## config.mk

```make
export PLATFORM = sky130hd
export DESIGN_NAME = eth_rx_frame_aligner
export DESIGN_NICKNAME = d
export VERILOG_FILES = /design/src/rtl/eth_pkg.sv /design/src/rtl/eth_crc32_byte.sv /design/src/rtl/eth_rx_frame_aligner.sv
export SDC_FILE = /design/constraint.sdc
export NUM_CORES = 1
export LEC_CHECK = 0
export ABC_AREA = 1
export ABC_CLOCK_PERIOD_IN_PS = 4000
export BUFFER_PORTS_ARGS = -buffer_cell sky130_fd_sc_hd__buf_2
export CORE_AREA = 2 2 122 124
export DETAILED_ROUTE_END_ITERATION = 8
export DIE_AREA = 0 0 124 126
export PLACE_DENSITY_LB_ADDON = 0.05
export SYNTH_ARGS = -nofsm -noshare
export SYNTH_HDL_FRONTEND = slang
export SYNTH_SLANG_ARGS = --single-unit
```

## constraint.sdc

```tcl
create_clock -name clk -period 4 [get_ports clk]
set_clock_uncertainty 0.05 [all_clocks]
set_input_delay 0.6 -clock clk [delete_from_list [all_inputs] [get_ports clk]]
set_output_delay 0.6 -clock clk [all_outputs]
set_load 0.005 [all_outputs]
```

## src/rtl/eth_pkg.sv

```systemverilog
// rtl/eth_pkg.sv - shared Ethernet RX constants and state type
package eth_pkg;

    localparam logic [7:0]  PREAMBLE_BYTE = 8'h55;
    localparam logic [7:0]  SFD_BYTE      = 8'hD5;
    localparam logic [31:0] CRC32_POLY    = 32'hEDB88320;
    localparam logic [31:0] CRC32_INIT    = 32'hFFFFFFFF;
    localparam logic [31:0] CRC32_RESIDUE = 32'hDEBB20E3;
    localparam int          FCS_DELAY     = 5;

    typedef enum logic [1:0] {
        IDLE,
        PREAMBLE,
        DATA,
        DROP
    } rx_state_t;

endpackage

```

## src/rtl/eth_crc32_byte.sv

```systemverilog
// rtl/eth_crc32_byte.sv - combinational reflected CRC-32 update by one byte
module eth_crc32_byte
    import eth_pkg::*;
(
    input  logic [31:0] crc_in,
    input  logic [7:0]  data_in,
    output logic [31:0] crc_out
);

    logic [31:0] c;

    always_comb begin
        c = crc_in ^ {24'h0, data_in};
        for (int i = 0; i < 8; i++) begin
            c = c[0] ? ((c >> 1) ^ CRC32_POLY) : (c >> 1);
        end
        crc_out = c;
    end

endmodule

```

## src/rtl/eth_rx_frame_aligner.sv

```systemverilog
// rtl/eth_rx_frame_aligner.sv - preamble/SFD strip, FCS strip via 5-byte delay line, CRC/length check
module eth_rx_frame_aligner
    import eth_pkg::*;
#(
    parameter int RGMII_W      = 8,
    parameter int MIN_PREAMBLE = 3,
    parameter int MIN_FRAME    = 64,
    parameter int MAX_FRAME    = 1518,
    parameter int LEN_W        = 12
) (
    input  logic               clk,
    input  logic               rst,
    input  logic [RGMII_W-1:0] rx_data,
    input  logic               rx_valid,
    output logic [RGMII_W-1:0] m_data,
    output logic               m_valid,
    output logic               m_sof,
    output logic               m_eof,
    output logic               m_err,
    output logic [LEN_W-1:0]   m_len,
    output logic               drop
);

    rx_state_t          state_q, state_d;
    logic               prev_valid_q, prev_valid_d;
    logic [2:0]         pcnt_q, pcnt_d;
    logic [31:0]        crc_q, crc_d;
    logic [31:0]        crc_next;
    logic [LEN_W-1:0]   len_q, len_d;
    logic [RGMII_W-1:0] buf_q [FCS_DELAY];
    logic [RGMII_W-1:0] buf_d [FCS_DELAY];
    logic [2:0]         cnt_q, cnt_d;
    logic               first_q, first_d;
    logic [RGMII_W-1:0] m_data_q, m_data_d;
    logic               m_valid_q, m_valid_d;
    logic               m_sof_q, m_sof_d;
    logic               m_eof_q, m_eof_d;
    logic               m_err_q, m_err_d;
    logic [LEN_W-1:0]   m_len_q, m_len_d;
    logic               drop_q, drop_d;

    eth_crc32_byte u_crc (
        .crc_in  (crc_q),
        .data_in (rx_data),
        .crc_out (crc_next)
    );

    always_comb begin
        state_d      = state_q;
        prev_valid_d = rx_valid;
        pcnt_d       = pcnt_q;
        crc_d        = crc_q;
        len_d        = len_q;
        buf_d        = buf_q;
        cnt_d        = cnt_q;
        first_d      = first_q;
        m_data_d     = '0;
        m_valid_d    = 1'b0;
        m_sof_d      = 1'b0;
        m_eof_d      = 1'b0;
        m_err_d      = 1'b0;
        m_len_d      = '0;
        drop_d       = 1'b0;

        case (state_q)
            IDLE: begin
                // A burst already underway (e.g. at reset release) is skipped silently.
                if (rx_valid) begin
                    if (prev_valid_q) begin
                        state_d = DROP;
                    end else if (rx_data == PREAMBLE_BYTE) begin
                        state_d = PREAMBLE;
                        pcnt_d  = 3'd1;
                    end else begin
                        state_d = DROP;
                        drop_d  = 1'b1;
                    end
                end
            end
            PREAMBLE: begin
                if (!rx_valid) begin
                    state_d = IDLE;
                    drop_d  = 1'b1;
                end else if (rx_data == PREAMBLE_BYTE) begin
                    pcnt_d = (pcnt_q == 3'd7) ? pcnt_q : pcnt_q + 3'd1;
                end else if (rx_data == SFD_BYTE && 32'(pcnt_q) >= MIN_PREAMBLE) begin
                    state_d = DATA;
                    crc_d   = CRC32_INIT;
                    len_d   = '0;
                    cnt_d   = 3'd0;
                    first_d = 1'b1;
                end else begin
                    state_d = DROP;
                    drop_d  = 1'b1;
                end
            end
            DATA: begin
                if (rx_valid) begin
                    crc_d = crc_next;
                    len_d = (len_q == {LEN_W{1'b1}}) ? len_q : len_q + LEN_W'(1);
                    if (cnt_q == 3'(FCS_DELAY)) begin
                        m_valid_d = 1'b1;
                        m_data_d  = buf_q[0];
                        m_sof_d   = first_q;
                        first_d   = 1'b0;
                        for (int i = 0; i < FCS_DELAY - 1; i++) begin
                            buf_d[i] = buf_q[i+1];
                        end
                        buf_d[FCS_DELAY-1] = rx_data;
                    end else begin
                        buf_d[cnt_q] = rx_data;
                        cnt_d        = cnt_q + 3'd1;
                    end
                end else begin
                    state_d = IDLE;
                    // The four youngest bytes are the FCS and are never emitted.
                    if (cnt_q == 3'(FCS_DELAY)) begin
                        m_valid_d = 1'b1;
                        m_data_d  = buf_q[0];
                        m_sof_d   = first_q;
                        m_eof_d   = 1'b1;
                        m_len_d   = len_q;
                        m_err_d   = (crc_q != CRC32_RESIDUE)
                                  || (len_q < LEN_W'(MIN_FRAME))
                                  || (len_q > LEN_W'(MAX_FRAME));
                    end else begin
                        drop_d = 1'b1;
                    end
                    first_d = 1'b0;
                end
            end
            DROP: begin
                if (!rx_valid) begin
                    state_d = IDLE;
                end
            end
            default: state_d = IDLE;
        endcase
    end

    always_ff @(posedge clk) begin
        if (!rst) begin
            state_q      <= IDLE;
            prev_valid_q <= 1'b1;
            pcnt_q       <= 3'd0;
            crc_q        <= CRC32_INIT;
            len_q        <= '0;
            cnt_q        <= 3'd0;
            first_q      <= 1'b0;
            for (int i = 0; i < FCS_DELAY; i++) begin
                buf_q[i] <= '0;
            end
            m_data_q     <= '0;
            m_valid_q    <= 1'b0;
            m_sof_q      <= 1'b0;
            m_eof_q      <= 1'b0;
            m_err_q      <= 1'b0;
            m_len_q      <= '0;
            drop_q       <= 1'b0;
        end else begin
            state_q      <= state_d;
            prev_valid_q <= prev_valid_d;
            pcnt_q       <= pcnt_d;
            crc_q        <= crc_d;
            len_q        <= len_d;
            cnt_q        <= cnt_d;
            first_q      <= first_d;
            buf_q        <= buf_d;
            m_data_q     <= m_data_d;
            m_valid_q    <= m_valid_d;
            m_sof_q      <= m_sof_d;
            m_eof_q      <= m_eof_d;
            m_err_q      <= m_err_d;
            m_len_q      <= m_len_d;
            drop_q       <= drop_d;
        end
    end

    assign m_data  = m_data_q;
    assign m_valid = m_valid_q;
    assign m_sof   = m_sof_q;
    assign m_eof   = m_eof_q;
    assign m_err   = m_err_q;
    assign m_len   = m_len_q;
    assign drop    = drop_q;

endmodule

```

==> flow_summary.toml <==
[logic_synthesis]
yosysWarnings = 0
synth.cell_area_um2 = 6310
synthDistinctLibCells = 38
yosysSeqAreaShare_pct = 37.8
synth_top_area_share_pct = 37.8
synth-compound-area-share_pct = 15.2
synth_edf_count = 0
ys_seq_elements = 119
synth_mux_area_share_pct = 0
synth.area.top_cells = "dfxtp_1 (38%), nand2_1 (18%), nand3_1 (5.4%)"
yosys.area.top_type = "dfxtp_1"
yosys.area_share.simple_pct = 32.5
synthCells = 943
synth_area_per_cell_um2 = 6.69
async_reset_ff_share_pct = 0
synth_top_family_by_area = "simple AND/OR/NAND/NOR gates"
synth_xor_area_share_pct = 3.61
synth-adder-area-share_pct = 1.19
syn-num-nets = 960
synth_top_flop_cell = "dfxtp_1"

[clock_network]
cts_buffers = 17
clk_latency_ps = 420
holdBufCountCts = 0
clock-root-buffer = "clkbuf_16"
clock_sinks = 119
clockBufferDepth = 2
cts_max_level = 4
cts_tree = "done"
cts.clk_slew.worst_paths_ps = 50
cts_resized = 0
post-cts-setup-buffers = 0

[place]
gp_congestion = 0.971
placed_cells = 1122
dpl.hpwl_um = 12400
io_buffers = 35

[floorplanning]
start_util_pct = 44.1
core_area_um2 = 14300
die_x_um = 124
placementRows = 44
floorplan.die_area_um2 = 15600
io_pins = 36
die_h_um = 126

[timing]
maxSlewViolCount = 0
tightest_slew_ps = 630
final.period_utilization_pct = 59.7
layout_min_cycle_time_ps = 2390
tns_ps = 0
hold_viol = 0
slew-limit-headroom_pct = 57.9
setup_viol = 0
max_freq_mhz = 419
rsz0062_at_grt = "no"

[pwr]
clockPowerShare_pct = 37.9
p_leak_uw = 0.00312
p_per_area_nw_per_um2 = 549
intPower_uw = 2510
p_sw_uw = 1360
ir_drop_mv = 0.317
seqPwrFrac_pct = 35.8
power_frac_comb_pct = 26.3
swShare_pct = 35.2

[final_layout]
final_cell_mix = "nand2_1 (302), dfxtp_1 (119), inv_1 (81)"
syn2layout_area_growth_pct = 11.7
layout.cells.non_filler = 1153
antenna_cells = 0
drive_gt1_share_pct = 10.3
fillers = 1508
final_common_cell = "nand2_1"
nNetsFinal = 974

[routing]
drtAntennaViolNets = 0
routed_wl_um = 18000
num_vias = 6225
routedWlPerCell_um = 15.6
firstDrtPassIters = 6
viasPerCell = 5.40
remaining_drc_errors = 0
drt-initial-drc-count = 539

[worst_setup_path]
cp_data_arrival_time_ps = 2690
critPathMaxStageDelay_ps = 640
required_ps = 4300
crit_path_end_kind = "register"
crit_path_cell_trace = "ha_1 > nand2_1 > a21oi_2 > o21ai_0 > a31oi_1"
crit_fanout = 16
crit_type = "register to register"
start_kind = "register"
crit_slowest_cell = "dfxtp_1"

[outcome]
outcome = "complete, no violations"

[global_routing]
grt_usage_pct = 24.0
first_global_vias = 5634
grt_pass1_wl_um = 29100
grt_max_degree = 57
grt_overflow_total = 0
antenna_found_initial = 0

[worst_hold_path]
hold_path_class = "register to register"

[run]
maxCapViolCount = 0
[metal layers]
layer / track usage, % / vias up / wire, um
met5: 0 / - / 0
met1: 34.0 / 2906 / 8560
li1: - / 3100 / -
met4: 9.32 / 0 / 399
met2: 36.3 / 185 / 8020
met3: 4.17 / 34 / 996
[cell usage after synthesis, types with 6 or more instances]
master,count
a31oi_1,34
nor2_2,6
inv_1,81
nor3_1,9
clkbuf_1,16
o21ai_1,9
xor2_1,22
inv_2,10
buf_2,15
nand3_1,68
ha_1,6
dfxtp_1,119
nor2_1,65
nand2_1,302
buf_4,9
nand4_1,12
a21oi_1,53
o21ai_0,60
o211ai_1,12
[layout make-up]
class,instances,area (um2),share of cell area [%]
inverters,94,355,5.04
well taps,184,230,3.27
repair buffers,39,205,2.91
flip-flops and latches,119,2380,33.8
clock inverters,10,105,1.49
clock buffers,21,450,6.39
multi-input cells,686,3320,47.1
[state kept, by name (all words and copies together) (netlist names), 2 cells and up]
name	flops
crc_q	32
m_len	12
buf_q	40
cnt_q	3
pcnt_q	3
state_q	2
m_data	8
len_q	12
[path summary, 6_finish.rpt]
check | cells after the start | endpoint | slack [ps] | start
worst max-delay path | 5 | buf_q[35] | 1610 | cnt_q[0]
worst min-delay path | 2 | m_data[1] | 380 | buf_q[33]
worst max register to register | 5 | buf_q[35] | 1610 | cnt_q[0]
worst min register to register | 2 | m_data[1] | 380 | buf_q[33]
[cell families (layout without fill, tap and decap cells)]
| logic type | after synthesis | in the layout |
|---|---|---|
| AOI/OAI and AO/OA | 173 | 173 |
| xor gates and xnor gates | 26 | 26 |
| adders and majority gates | 6 | 6 |
| buffers and inverters | 138 | 164 |
| DFF | 119 | 119 |
| and+or+nand+nor | 481 | 481 |
[power by group through the flow]
| stage | Clock (uW) | Combinational [uW] | Sequential [uW] |
|---|---|---|---|
| 2_1_floorplan | 0 | 813 | 1370 |
| 3_3_place_gp | 0 | 986 | 1410 |
| 3_5_place_dp | 0 | 999 | 1410 |
| 4_1_cts | 1480 | 1010 | 1380 |
| 5_1_grt | 1540 | 1140 | 1400 |
| 6_report | 1470 | 1020 | 1390 |
[critical path, delay by kind of cell (launching register included)]
| kind | cells | cell delay (ps) |
|---|---|---|
| DFF | 1 | 640 |
| adders and majority gates | 1 | 260 |
| and+or+nand+nor | 1 | 380 |
| AOI/OAI and AO/OA | 3 | 980 |
[per-stage QoR]
step           setup WS (ps)  hold slack (ps)  cell area [um2]  power (uW)  utilization, %
5_1_grt                 1330              394             7050        4080            49.2
6_report                1610              377             7050        3870            49.2
3_5_place_dp            1330              369             6490        2410            45.3
4_1_cts                 1640              380             7050        3870            49.2
2_1_floorplan           2130              355             6310        2180               -
3_3_place_gp            1330              372             6490        2390            45.3
Power figures use the tool's default switching activity.
